<file path="src/rtl/sync_pattern_pkg.sv">
// Shared types and constants for the sync-pattern serializer.
package sync_pattern_pkg;

  typedef enum logic [1:0] {
    IDLE,
    SYNC,
    DATA,
    PAR
  } state_e;

  localparam logic [3:0] DEFAULT_SYNC_PAT = 4'b1011;

  // Clock cycles occupied by one frame on the line.
  function automatic int unsigned frame_cycles(input int unsigned sync_w,
                                               input int unsigned data_w,
                                               input int unsigned parity,
                                               input int unsigned bit_cycles);
    return (sync_w + data_w + parity) * bit_cycles;
  endfunction

endpackage

</file>
<file path="src/rtl/sync_pattern_bit_timer.sv">
// Counts BIT_CYCLES clocks per line bit; flags first and last cycle of each bit.
module sync_pattern_bit_timer #(
  parameter int unsigned BIT_CYCLES = 2
) (
  input  logic clk,
  input  logic rst,
  input  logic start,
  input  logic en,
  output logic tick,
  output logic first
);

  localparam int unsigned CW = $clog2(BIT_CYCLES) + 1;
  localparam logic [CW-1:0] LAST = CW'(BIT_CYCLES - 1);

  logic [CW-1:0] cnt_q, cnt_d;

  assign tick  = en && (cnt_q == LAST);
  assign first = en && (cnt_q == '0);

  always_comb begin
    cnt_d = cnt_q;
    if (start) begin
      cnt_d = '0;
    end else if (en) begin
      cnt_d = tick ? '0 : cnt_q + CW'(1);
    end
  end

  always_ff @(posedge clk or negedge rst) begin
    if (!rst) begin
      cnt_q <= '0;
    end else begin
      cnt_q <= cnt_d;
    end
  end

endmodule

</file>
<file path="src/rtl/sync_pattern_serializer.sv">
// Frames a payload word as SYNC_PAT + payload (+ even parity) on a 1-bit line.
// Define SYNC_PATTERN_PARITY_EN to append the parity bit (state PAR).
module sync_pattern_serializer
  import sync_pattern_pkg::*;
#(
  parameter int unsigned       SYNC_W     = 4,
  parameter logic [SYNC_W-1:0] SYNC_PAT   = DEFAULT_SYNC_PAT,
  parameter int unsigned       DATA_W     = 8,
  parameter int unsigned       BIT_CYCLES = 2
) (
  input  logic              clk,
  input  logic              rst,
  input  logic [DATA_W-1:0] data_in,
  input  logic              data_valid,
  output logic              data_ready,
  output logic              out,
  output logic              bit_start,
  output logic              busy,
  output logic              frame_done
);

  localparam int unsigned FW = SYNC_W + DATA_W;
  localparam int unsigned BW = $clog2(SYNC_W + DATA_W + 1) + 1;
  localparam logic [BW-1:0] LAST_SYNC = BW'(SYNC_W - 1);
  localparam logic [BW-1:0] LAST_DATA = BW'(DATA_W - 1);

  state_e        state_q, state_d;
  logic [BW-1:0] bit_cnt_q, bit_cnt_d;
  logic [FW-1:0] frame_q, frame_d;
  logic          out_q, out_d;
  logic          data_ready_q, data_ready_d;
  logic          accept;
  logic          tick;
  logic          first;
  logic          frame_done_c;
`ifdef SYNC_PATTERN_PARITY_EN
  logic          par_q, par_d;
`endif

  sync_pattern_bit_timer #(
    .BIT_CYCLES(BIT_CYCLES)
  ) u_bit_timer (
    .clk  (clk),
    .rst  (rst),
    .start(accept),
    .en   (state_q != IDLE),
    .tick (tick),
    .first(first)
  );

  // Sync pattern and payload share one shift register; its MSB is the current line bit.
  always_comb begin
    state_d      = state_q;
    bit_cnt_d    = bit_cnt_q;
    frame_d      = frame_q;
    accept       = 1'b0;
    frame_done_c = 1'b0;
`ifdef SYNC_PATTERN_PARITY_EN
    par_d        = par_q;
`endif
    case (state_q)
      IDLE: begin
        if (data_valid && data_ready_q) begin
          accept    = 1'b1;
          state_d   = SYNC;
          bit_cnt_d = '0;
          frame_d   = {SYNC_PAT, data_in};
`ifdef SYNC_PATTERN_PARITY_EN
          par_d     = ^data_in;
`endif
        end
      end
      SYNC: begin
        if (tick) begin
          frame_d = {frame_q[FW-2:0], 1'b0};
          if (bit_cnt_q == LAST_SYNC) begin
            state_d   = DATA;
            bit_cnt_d = '0;
          end else begin
            bit_cnt_d = bit_cnt_q + BW'(1);
          end
        end
      end
      DATA: begin
        if (tick) begin
          frame_d = {frame_q[FW-2:0], 1'b0};
          if (bit_cnt_q == LAST_DATA) begin
            bit_cnt_d = '0;
`ifdef SYNC_PATTERN_PARITY_EN
            state_d   = PAR;
`else
            state_d      = IDLE;
            frame_done_c = 1'b1;
`endif
          end else begin
            bit_cnt_d = bit_cnt_q + BW'(1);
          end
        end
      end
`ifdef SYNC_PATTERN_PARITY_EN
      PAR: begin
        if (tick) begin
          state_d      = IDLE;
          frame_done_c = 1'b1;
        end
      end
`endif
      default: state_d = IDLE;
    endcase

    // Line level is computed from the next state so that out is a plain flop.
    case (state_d)
      SYNC, DATA: out_d = frame_d[FW-1];
`ifdef SYNC_PATTERN_PARITY_EN
      PAR:        out_d = par_d;
`endif
      default:    out_d = 1'b0;
    endcase
    data_ready_d = (state_d == IDLE);
  end

  always_ff @(posedge clk or negedge rst) begin
    if (!rst) begin
      state_q      <= IDLE;
      bit_cnt_q    <= '0;
      frame_q      <= '0;
      out_q        <= 1'b0;
      data_ready_q <= 1'b0;
`ifdef SYNC_PATTERN_PARITY_EN
      par_q        <= 1'b0;
`endif
    end else begin
      state_q      <= state_d;
      bit_cnt_q    <= bit_cnt_d;
      frame_q      <= frame_d;
      out_q        <= out_d;
      data_ready_q <= data_ready_d;
`ifdef SYNC_PATTERN_PARITY_EN
      par_q        <= par_d;
`endif
    end
  end

  assign out        = out_q;
  assign data_ready = data_ready_q;
  assign busy       = (state_q != IDLE);
  assign bit_start  = first;
  assign frame_done = frame_done_c;

endmodule

</file>
<file path="config.mk">
export PLATFORM = sky130hd
export DESIGN_NAME = sync_pattern_serializer
export DESIGN_NICKNAME = d
export VERILOG_FILES = /design/src/rtl/sync_pattern_pkg.sv /design/src/rtl/sync_pattern_bit_timer.sv /design/src/rtl/sync_pattern_serializer.sv
export SDC_FILE = /design/constraint.sdc
export NUM_CORES = 1
export LEC_CHECK = 0
export ABC_AREA = 1
export CAP_MARGIN = 20
export CORE_MARGIN = 4
export CORE_UTILIZATION = 40
export CTS_CLUSTER_DIAMETER = 80
export DETAILED_ROUTE_END_ITERATION = 7
export SYNTH_ARGS = -nofsm -noshare
export SYNTH_HDL_FRONTEND = slang
export SYNTH_SLANG_ARGS = --single-unit
</file>
<file path="constraint.sdc">
create_clock -name clk -period 1.72 [get_ports clk]
set_clock_uncertainty 0.15 [all_clocks]
set_input_delay 0.172 -clock clk [delete_from_list [all_inputs] [get_ports clk]]
set_output_delay 0.172 -clock clk [all_outputs]
set_load 0.005 [all_outputs]
</file>
==> results of run 1 <==
timing repair:
| item | 4_1_cts | 5_1_grt |
|---|---|---|
| cloned | 0 | 2 |
| setup buffers | 6 | 6 |
| setup endpoints to repair | 5 | 21 |
| pin swaps | 9 | 12 |
| resized for setup | 17 | 25 |
cell usage after synthesis, drive strengths merged:
cell	number
buf	2
nand3	22
nor2	17
nand3b	1
and3	1
a21oi	5
a21boi	1
dfrtp	23
ha	6
nand2	96
o21ai	4
inv	18
cell usage in the layout (no fill, tap or decap), types with 2 or more instances in the layout:
cell / instances
nand3_2: 3
dfrtp_1: 23
nand2_4: 2
buf_6: 2
nand3_4: 2
o21ai_0: 2
clkbuf_4: 3
inv_2: 5
a21oi_1: 4
nand2_2: 7
clkdlybuf4s50_1: 12
buf_4: 36
nand3_1: 17
nand2_1: 87
nor2_1: 12
buf_2: 2
ha_4: 3
inv_1: 12
ha_1: 2
nor2_4: 5
power breakdown:
| part | switching, uW | internal [uW] |
|---|---|---|
| logic | 13.6 | 21.1 |
| clock network | 169 | 87.0 |
| registers | 0 | 541 |
worst max path at each step:
stage,cells after the start,endpoint,startpoint
4_1_cts,10,out$_DFF_PN0_,state_q[0]$_DFF_PN0_
5_1_grt,10,out$_DFF_PN0_,bit_cnt_q[0]$_DFFE_PN0P_
6_report,10,out$_DFF_PN0_,bit_cnt_q[0]$_DFFE_PN0P_
3_3_place_gp,6,frame_done,state_q[0]$_DFF_PN0_
3_5_place_dp,6,frame_done,bit_cnt_q[0]$_DFFE_PN0P_
2_1_floorplan,9,out$_DFF_PN0_,state_q[0]$_DFF_PN0_
state kept, by name, indices dropped and copies added (netlist names):
name               count
bit_cnt_q              5
data_ready             1
frame_q               12
out                    1
state_q                2
u_bit_timer.cnt_q      2
through the flow:
step	cells	setup TNS (ns)
after global routing	298	-1.362
after floorplan	196	-0.01927
after detailed placement	281	-0.2746
after CTS	291	-0.2124
after global placement	281	-0.1850
final	298	-0.1922
critical path: stages (launching register included):
cell	delay (ns)
dfrtp_1	0.40
ha_2	0.20
nand2_2	0.09
nor2_4	0.12
nand2_2	0.08
buf_4	0.15
nand2_2	0.07
nand3_2	0.08
nand2_2	0.09
ha_4	0.19
a21boi_2	0.14
cell type report:
| type | instances | area, sq um | share of cell area (%) |
|---|---|---|---|
| Clock buffer | 3 | 22.52 | 1.111 |
| Inverter | 18 | 75.07 | 3.704 |
| Timing Repair Buffer | 53 | 442.9 | 21.85 |
| Clock inverter | 1 | 5.005 | 0.2469 |
| Tap cell | 46 | 57.56 | 2.840 |
| Sequential cell | 23 | 575.6 | 28.40 |
| Multi-Input combinational cell | 154 | 848.3 | 41.85 |
cells by family after synthesis:
family	share of synthesized area [%]
adder cells (fa/ha/maj)	5.445
buffers and inverters	5.988
AND/OR/NAND/NOR	43.01
AO/OA/AOI/OAI	3.811
flip-flops	41.74
per-layer routing:
layer	track usage (%)	vias to the layer above	wire [um]
met5	0	-	0
met4	8.122	0	35
met3	2.867	4	63
met2	30.57	18	2010
met1	20.86	681	1632
li1	-	726	-
==> impl_metrics.json, run 1 <==
{
  "critPathKind": "reg -> reg",
  "fillers": 323,
  "cts_made_buffers": 3,
  "viasPerCell": 4.795,
  "die_w_um": 66.71,
  "powerDensity_nw_per_um2": 410.2,
  "slew_headroom_pct": 79.09,
  "io_pins": 16,
  "final_core_util_pct": 60.74,
  "drc": 0,
  "grt_pass1_vias": 1435,
  "failed_checks": "setup timing",
  "cts_max_level": 1,
  "p_total_uw": 831.5,
  "hold_path.class": "in -> async",
  "drv_cap": 0,
  "drt_iter0_drc": 107,
  "final_cell_area_sq_um": 2027,
  "synth_top_cells_by_area": "dfrtp_1 42%, nand2_1 25%, nand3_1 7.3%, ha_1 5.4%, nor2_1 4.1%",
  "layout.nets": 270,
  "synth_top_area_cell": "dfrtp_1",
  "hpwl_mm": 2.510,
  "critPathLaunchType": "register",
  "grt_overflow": 0,
  "holdWs_ns": 0.04195,
  "regToRegEndpoint": "out$_DFF_PN0_",
  "yosys_warnings": 0,
  "min_period_over_period_pct": 107.8,
  "grt_start_max_net_pins": 24,
  "hold_viol": 0,
  "clk_pin_slew_ns": 0.13,
  "rows": 21,
  "min_period_ns": 1.854,
  "leakagePower_uw": 0.001086,
  "die_y_um": 66.71,
  "cp.required_ns": 1.79,
  "clock_latency_ns": 0.31,
  "syn_area_per_cell_sq_um": 7.035,
  "postPlaceCellArea_sq_um": 1800,
  "cp-end-kind": "register",
  "drv_slew": 0,
  "status": "finished with violations",
  "grt_antenna_before_repair": 0,
  "synth-seq-cells": 23,
  "portBuffers": 15,
  "initial_core_util_pct": 41.32,
  "postCtsHoldBufs": 0,
  "antenna_cells": 0,
  "ir_drop_v": 0.0003863,
  "max_freq_mhz": 539.3,
  "synth_top_cell_area_share_pct": 41.74,
  "vias": 1429,
  "syn2layout_area_growth_pct": 47.01,
  "timing.rr.start": "bit_cnt_q[0]$_DFFE_PN0P_",
  "ant_nets": 0,
  "finalSetupViolations": 3,
  "r2r_cells": 10,
  "path_max_fanout": 3,
  "coreArea_sq_um": 3337,
  "cts_root_buf": "clkbuf_4",
  "wl_mm": 3.742,
  "worst_slack_ns": -0.1342,
  "cts_num_sinks": 23,
  "cp_data_arrival_time_ns": 1.93,
  "dieArea_sq_um": 4450,
  "drive_gt1_share_pct": 31.35,
  "gp_congestion": 0.8896,
  "synth.net_count": 213,
  "cts_tree": "built",
  "grt_use_total_pct": 17.55,
  "grt_pass1_wl_mm": 5.996,
  "post_drt_wl_per_cell_um": 12.56,
  "synthesis.area_sq_um": 1379,
  "rsz0062_at_grt": "true",
  "tightest_slew_ns": 0.3137,
  "synth_seq_area_share_pct": 41.74,
  "synth.distinct_cells": 18,
  "rrSetupSlack_ns": -0.13,
  "pre_cts_ws_ns": -0.1324,
  "drtPass1Iterations": 4,
  "syn_inst": 196,
  "cts_buffer_depth": 2
}
(Power assumes the default switching activity.)
==> inputs of run 2 (changes only) <==
- MAX_ROUTING_LAYER: unset -> met4
==> impl_metrics.json, run 2 (synthesized netlist as in run 1, its figures left out) <==
{
  "status": "finished with violations",
  "failed_checks": "setup timing",
  "io_pins": 16,
  "regToRegEndpoint": "out$_DFF_PN0_",
  "tightest_slew_ns": 0.3120,
  "coreArea_sq_um": 3337,
  "timing.rr.start": "bit_cnt_q[0]$_DFFE_PN0P_",
  "drt_iter0_drc": 107,
  "r2r_cells": 10,
  "clk_pin_slew_ns": 0.13,
  "leakagePower_uw": 0.001086,
  "pre_cts_ws_ns": -0.1324,
  "drive_gt1_share_pct": 31.35,
  "worst_slack_ns": -0.1336,
  "max_freq_mhz": 539.5,
  "final_common_cell": "nand2_1",
  "grt_start_max_net_pins": 24,
  "fillers": 323,
  "gp_congestion": 0.9046,
  "holdWs_ns": 0.04122,
  "vias": 1428,
  "p_int_uw": 648.7,
  "drv_slew": 0,
  "slew_headroom_pct": 79.20,
  "critPathLaunchType": "register",
  "post_drt_wl_per_cell_um": 12.56,
  "drtPass1Iterations": 4,
  "cts_tree": "built",
  "critPathKind": "reg -> reg",
  "finalSetupViolations": 3,
  "largest_register_ffs": 12,
  "rows": 21,
  "antenna_cells": 0,
  "powerDensity_nw_per_um2": 410.2,
  "drc": 0,
  "clkPwrFrac_pct": 30.8,
  "grt_overflow": 0,
  "syn2layout_area_growth_pct": 47.01,
  "grt_use_total_pct": 18.01,
  "drv_cap": 0,
  "path_max_fanout": 3,
  "combPwrFrac_pct": 4.2,
  "reg_top3": "frame_q: 12 flops, bit_cnt_q: 5 flops",
  "min_period_ns": 1.854,
  "viasPerCell": 4.792,
  "cts_max_level": 1,
  "cts_root_buf": "clkbuf_4",
  "portBuffers": 15,
  "grt_pass1_vias": 1434,
  "cts_num_sinks": 23,
  "final_cell_mix": "87 x nand2_1, 36 x buf_4, 23 x dfrtp_1",
  "p_sw_share_pct": 21.98,
  "min_period_over_period_pct": 107.8,
  "die_w_um": 66.71,
  "ant_nets": 0,
  "cts_made_buffers": 3,
  "clock_latency_ns": 0.31,
  "cp.required_ns": 1.79,
  "hold_path.class": "in -> async",
  "dieArea_sq_um": 4450,
  "cts_buffer_depth": 2,
  "initial_core_util_pct": 41.32,
  "p_switching_uw": 182.7,
  "hpwl_mm": 2.510,
  "cp_data_arrival_time_ns": 1.92,
  "die_y_um": 66.71,
  "p_seq_share_pct": 65.0,
  "postCtsHoldBufs": 0,
  "grt_pass1_wl_mm": 6.003,
  "wl_mm": 3.743,
  "hold_viol": 0,
  "rrSetupSlack_ns": -0.13,
  "layout.nets": 270,
  "ir_drop_v": 0.0003863,
  "grt_antenna_before_repair": 0,
  "rsz0062_at_grt": "true",
  "top_register": "frame_q",
  "cp-end-kind": "register"
}
[run 2: repair_timing]
action	CTS	global route
pin swaps	9	12
gates resized for setup	17	25
setup buffers	6	6
endpoints found under the setup margin	5	21
hold endpoints to repair	0	0
gates cloned	0	2
[run 2: per-stage QoR]
| step | instances | setup TNS [ns] | cell area, sq um | total power, uW | util [%] |
|---|---|---|---|---|---|
| global placement | 281 | -0.1850 | 1800 | 586.4 | 53.96 |
| floorplan | 196 | -0.01927 | 1400 | 551.1 | - |
| global route | 298 | -1.362 | 2027 | 874.1 | 60.74 |
| CTS | 291 | -0.2124 | 1877 | 849.9 | 56.24 |
| finish | 298 | -0.1909 | 2027 | 831.5 | 60.74 |
| detailed placement | 281 | -0.2746 | 1800 | 586.7 | 53.96 |
[run 2: layout make-up]
class	count	area, sq um	share of cell area, %
tap	46	57.56	2.840
inverter	18	75.07	3.704
clock buffer	3	22.52	1.111
timing repair buffer	53	442.9	21.85
clock inverter	1	5.005	0.2469
multi-input combinational	154	848.3	41.85
sequential	23	575.6	28.40
[run 2: how the worst max path moves through the flow]
stage	start	endpoint	slack [ns]	cells past startpoint
3_3_place_gp	state_q[0]$_DFF_PN0_	frame_done	-0.08	6
6_report	bit_cnt_q[0]$_DFFE_PN0P_	out$_DFF_PN0_	-0.13	10
4_1_cts	state_q[0]$_DFF_PN0_	out$_DFF_PN0_	-0.09	10
3_5_place_dp	bit_cnt_q[0]$_DFFE_PN0P_	frame_done	-0.13	6
5_1_grt	bit_cnt_q[0]$_DFFE_PN0P_	out$_DFF_PN0_	-0.20	10
2_1_floorplan	state_q[0]$_DFF_PN0_	out$_DFF_PN0_	-0.02	9
[run 2: metal layers]
metal | track usage (%) | wire, um
met5 | - | 0
met2 | 30.57 | 2009
met1 | 20.86 | 1635
met3 | 2.867 | 62
met4 | 8.122 | 35
[run 2: power by group through the flow]
stage	clock [uW]	combinational [uW]	sequential [uW]
after global routing	295	37.9	541
after global placement	0	35.4	551
final	256	34.6	541
after detailed placement	0	35.8	551
after floorplan	0	0.000626	551
after CTS	273	35.8	541
[run 2: critical path, stage by stage (launching register included)]
cell,delay [ns]
dfrtp_1,0.40
ha_2,0.20
nand2_2,0.09
nor2_4,0.12
nand2_2,0.08
buf_4,0.15
nand2_2,0.07
nand3_2,0.08
nand2_2,0.09
ha_4,0.19
a21boi_2,0.14
==> edit (settings of run 1) <==
`DATA_W`: 8 -> 16.
--- a/src/rtl/sync_pattern_serializer.sv
+++ b/src/rtl/sync_pattern_serializer.sv
@@ -5,7 +5,7 @@
 #(
   parameter int unsigned       SYNC_W     = 4,
   parameter logic [SYNC_W-1:0] SYNC_PAT   = DEFAULT_SYNC_PAT,
-  parameter int unsigned       DATA_W     = 8,
+  parameter int unsigned       DATA_W     = 16,
   parameter int unsigned       BIT_CYCLES = 2
 ) (
   input  logic              clk,
Interface: changed (resized data_in); port bits go from 16 to 24. No check against the original RTL was run, so the function may have changed too.
==> edit against run 1 <==
- synthesized area up 25%
- sequential cell count is 9 higher
- routed wire length increased by 5.2%
- the flow still finishes with violations (setup timing)
- largest cell class unchanged
- utilization down 0.15 points
- sequential share of layout area rose by 3.9 points
- non-clock buffer count rose by 2
- setup slack worse by 0.015 ns
- cell area grew 22%
Power is left out: it rests on default switching activity, and per cell area and clock period it moved more than threefold.
==> edit: results (changes against run 1) <==
use_met1_pct: 21.8  # was 20.9%
multi_input_cells: 156  # was 154
met3_length_microns: 142  # was 63 microns
synth_fp_nets: 239  # was 213
whs_ns: 0.128  # was 0.0419 ns
fin_area_sq_um: 2480  # was 2030 sq um
gp_congestion: 0.839  # was 0.890
met3_usage_pct: 3.83  # was 2.87%
synth_cell_types: 25  # was 18
firstDrtPassIters: 4  # unchanged
numPortBuffers: 23  # was 15
ys.flop_type: "dfrtp_1"  # unchanged
sh_seq_area_pct: 32.3  # was 28.4%
path_delay_family: "adder cells"  # was simple AND/OR/NAND/NOR gates
relSlewSlack_pct: 72.1  # was 79.1%
inverters_excl_clock: 21  # was 18
setup_slack_ns: -0.149  # was -0.134 ns
slowest_delay_ns: 0.39
path_max_fanout: 4  # was 3
finalSetupViolations: 3  # unchanged
h-tree-depth: 2  # was 1
synth.top_cells.by_area: "dfrtp_1, nand2_1, a21boi_0"  # was dfrtp_1, nand2_1, nand3_1
clk_latency_ns: 0.29  # was 0.31 ns
synth_area_sq_um: 1720  # was 1380 sq um
violations: "setup timing"  # unchanged
r2r-start: "state_q[1]"  # was bit_cnt_q[0]
grt_max_degree: 33  # was 24
buffers_excl_clock: 55  # was 53
placed_area_sq_um: 2250  # was 1800 sq um
root_buffer: "clkbuf_8"  # was clkbuf_4
pre_cts_ws_ns: -0.114  # was -0.132 ns
grt_pass1_vias: 1461  # was 1435
clkCellAreaFrac_pct: 4.50  # was 1.36%
buffer_area_share_pct: 20.7  # was 21.9%
critPathArrivalTime_ns: 1.93  # about the same
nets: 296  # was 270
r2r_cells: 11  # was 10
drt_iter0_drc: 84  # was 107
clkbuf_count: 5  # was 3
vias_per_cell: 4.75  # was 4.80
finalNonFillerCells: 322  # was 298
dr_wl_met2_microns: 1830  # was 2010 microns
wl_microns: 3940  # was 3740 microns
place_hpwl_microns: 2690  # was 2510 microns
dp_cells: 312  # was 281
ys_seq_area_share_pct: 46.6  # was 41.7%
tns_ns: -0.220  # was -0.192 ns
clkTransAtPathRegs_ns: 0.07  # was 0.13 ns
synth_commonest_cells: "nand2_1, dfrtp_1, inv_1, a21boi_0"  # was nand2_1, dfrtp_1, nand3_1, nor2_1, inv_1
drive_above_1_share_pct: 28.7  # was 31.3%
largestRegisters: "frame_q: 20 flops, bit_cnt_q: 6 flops"  # was frame_q: 12 flops, bit_cnt_q: 5 flops
wl_met1_microns: 1910  # was 1630 microns
synthCells: 214  # was 196
grtUsageTotal_pct: 16.1  # was 17.5%
outcome: "finished with violations"  # unchanged
nFillCells: 376  # was 323
[edit: changes by cell type after synthesis, moves of 9 or more]
cell      delta
a21boi_0    +15
dfrtp_1      +9
nand3_1     -12
o21ai_1      +9
o21ai_0     +10
nand2_1     -22
[edit: timing repair]
item                       in CTS  in global routing
setup endpoints to repair      15                 30
gates resized for setup        17                 30
pin swaps                       3                 12
buffers inserted                2                  0
[edit: worst register-to-register path: stages, from the launching register on]
cell	delay [ns]
dfrtp_1	0.39
inv_2	0.08
ha_4	0.17
inv_6	0.04
buf_12	0.12
nor2_4	0.09
inv_2	0.05
a21oi_2	0.18
o21ai_2	0.08
ha_1	0.29
inv_1	0.04
a21oi_1	0.11
[edit: cell families (layout without fill, tap and decap cells)]
group / count (synthesis) / after routing / share of synthesized area (%)
simple gates: 99 / 99 / 24.0
compound gates: 50 / 50 / 17.7
flops: 32 / 32 / 46.6
buf+inv: 26 / 84 / 6.84
fa+ha+maj: 6 / 6 / 4.37
xor+xnor: 1 / 1 / 0.510
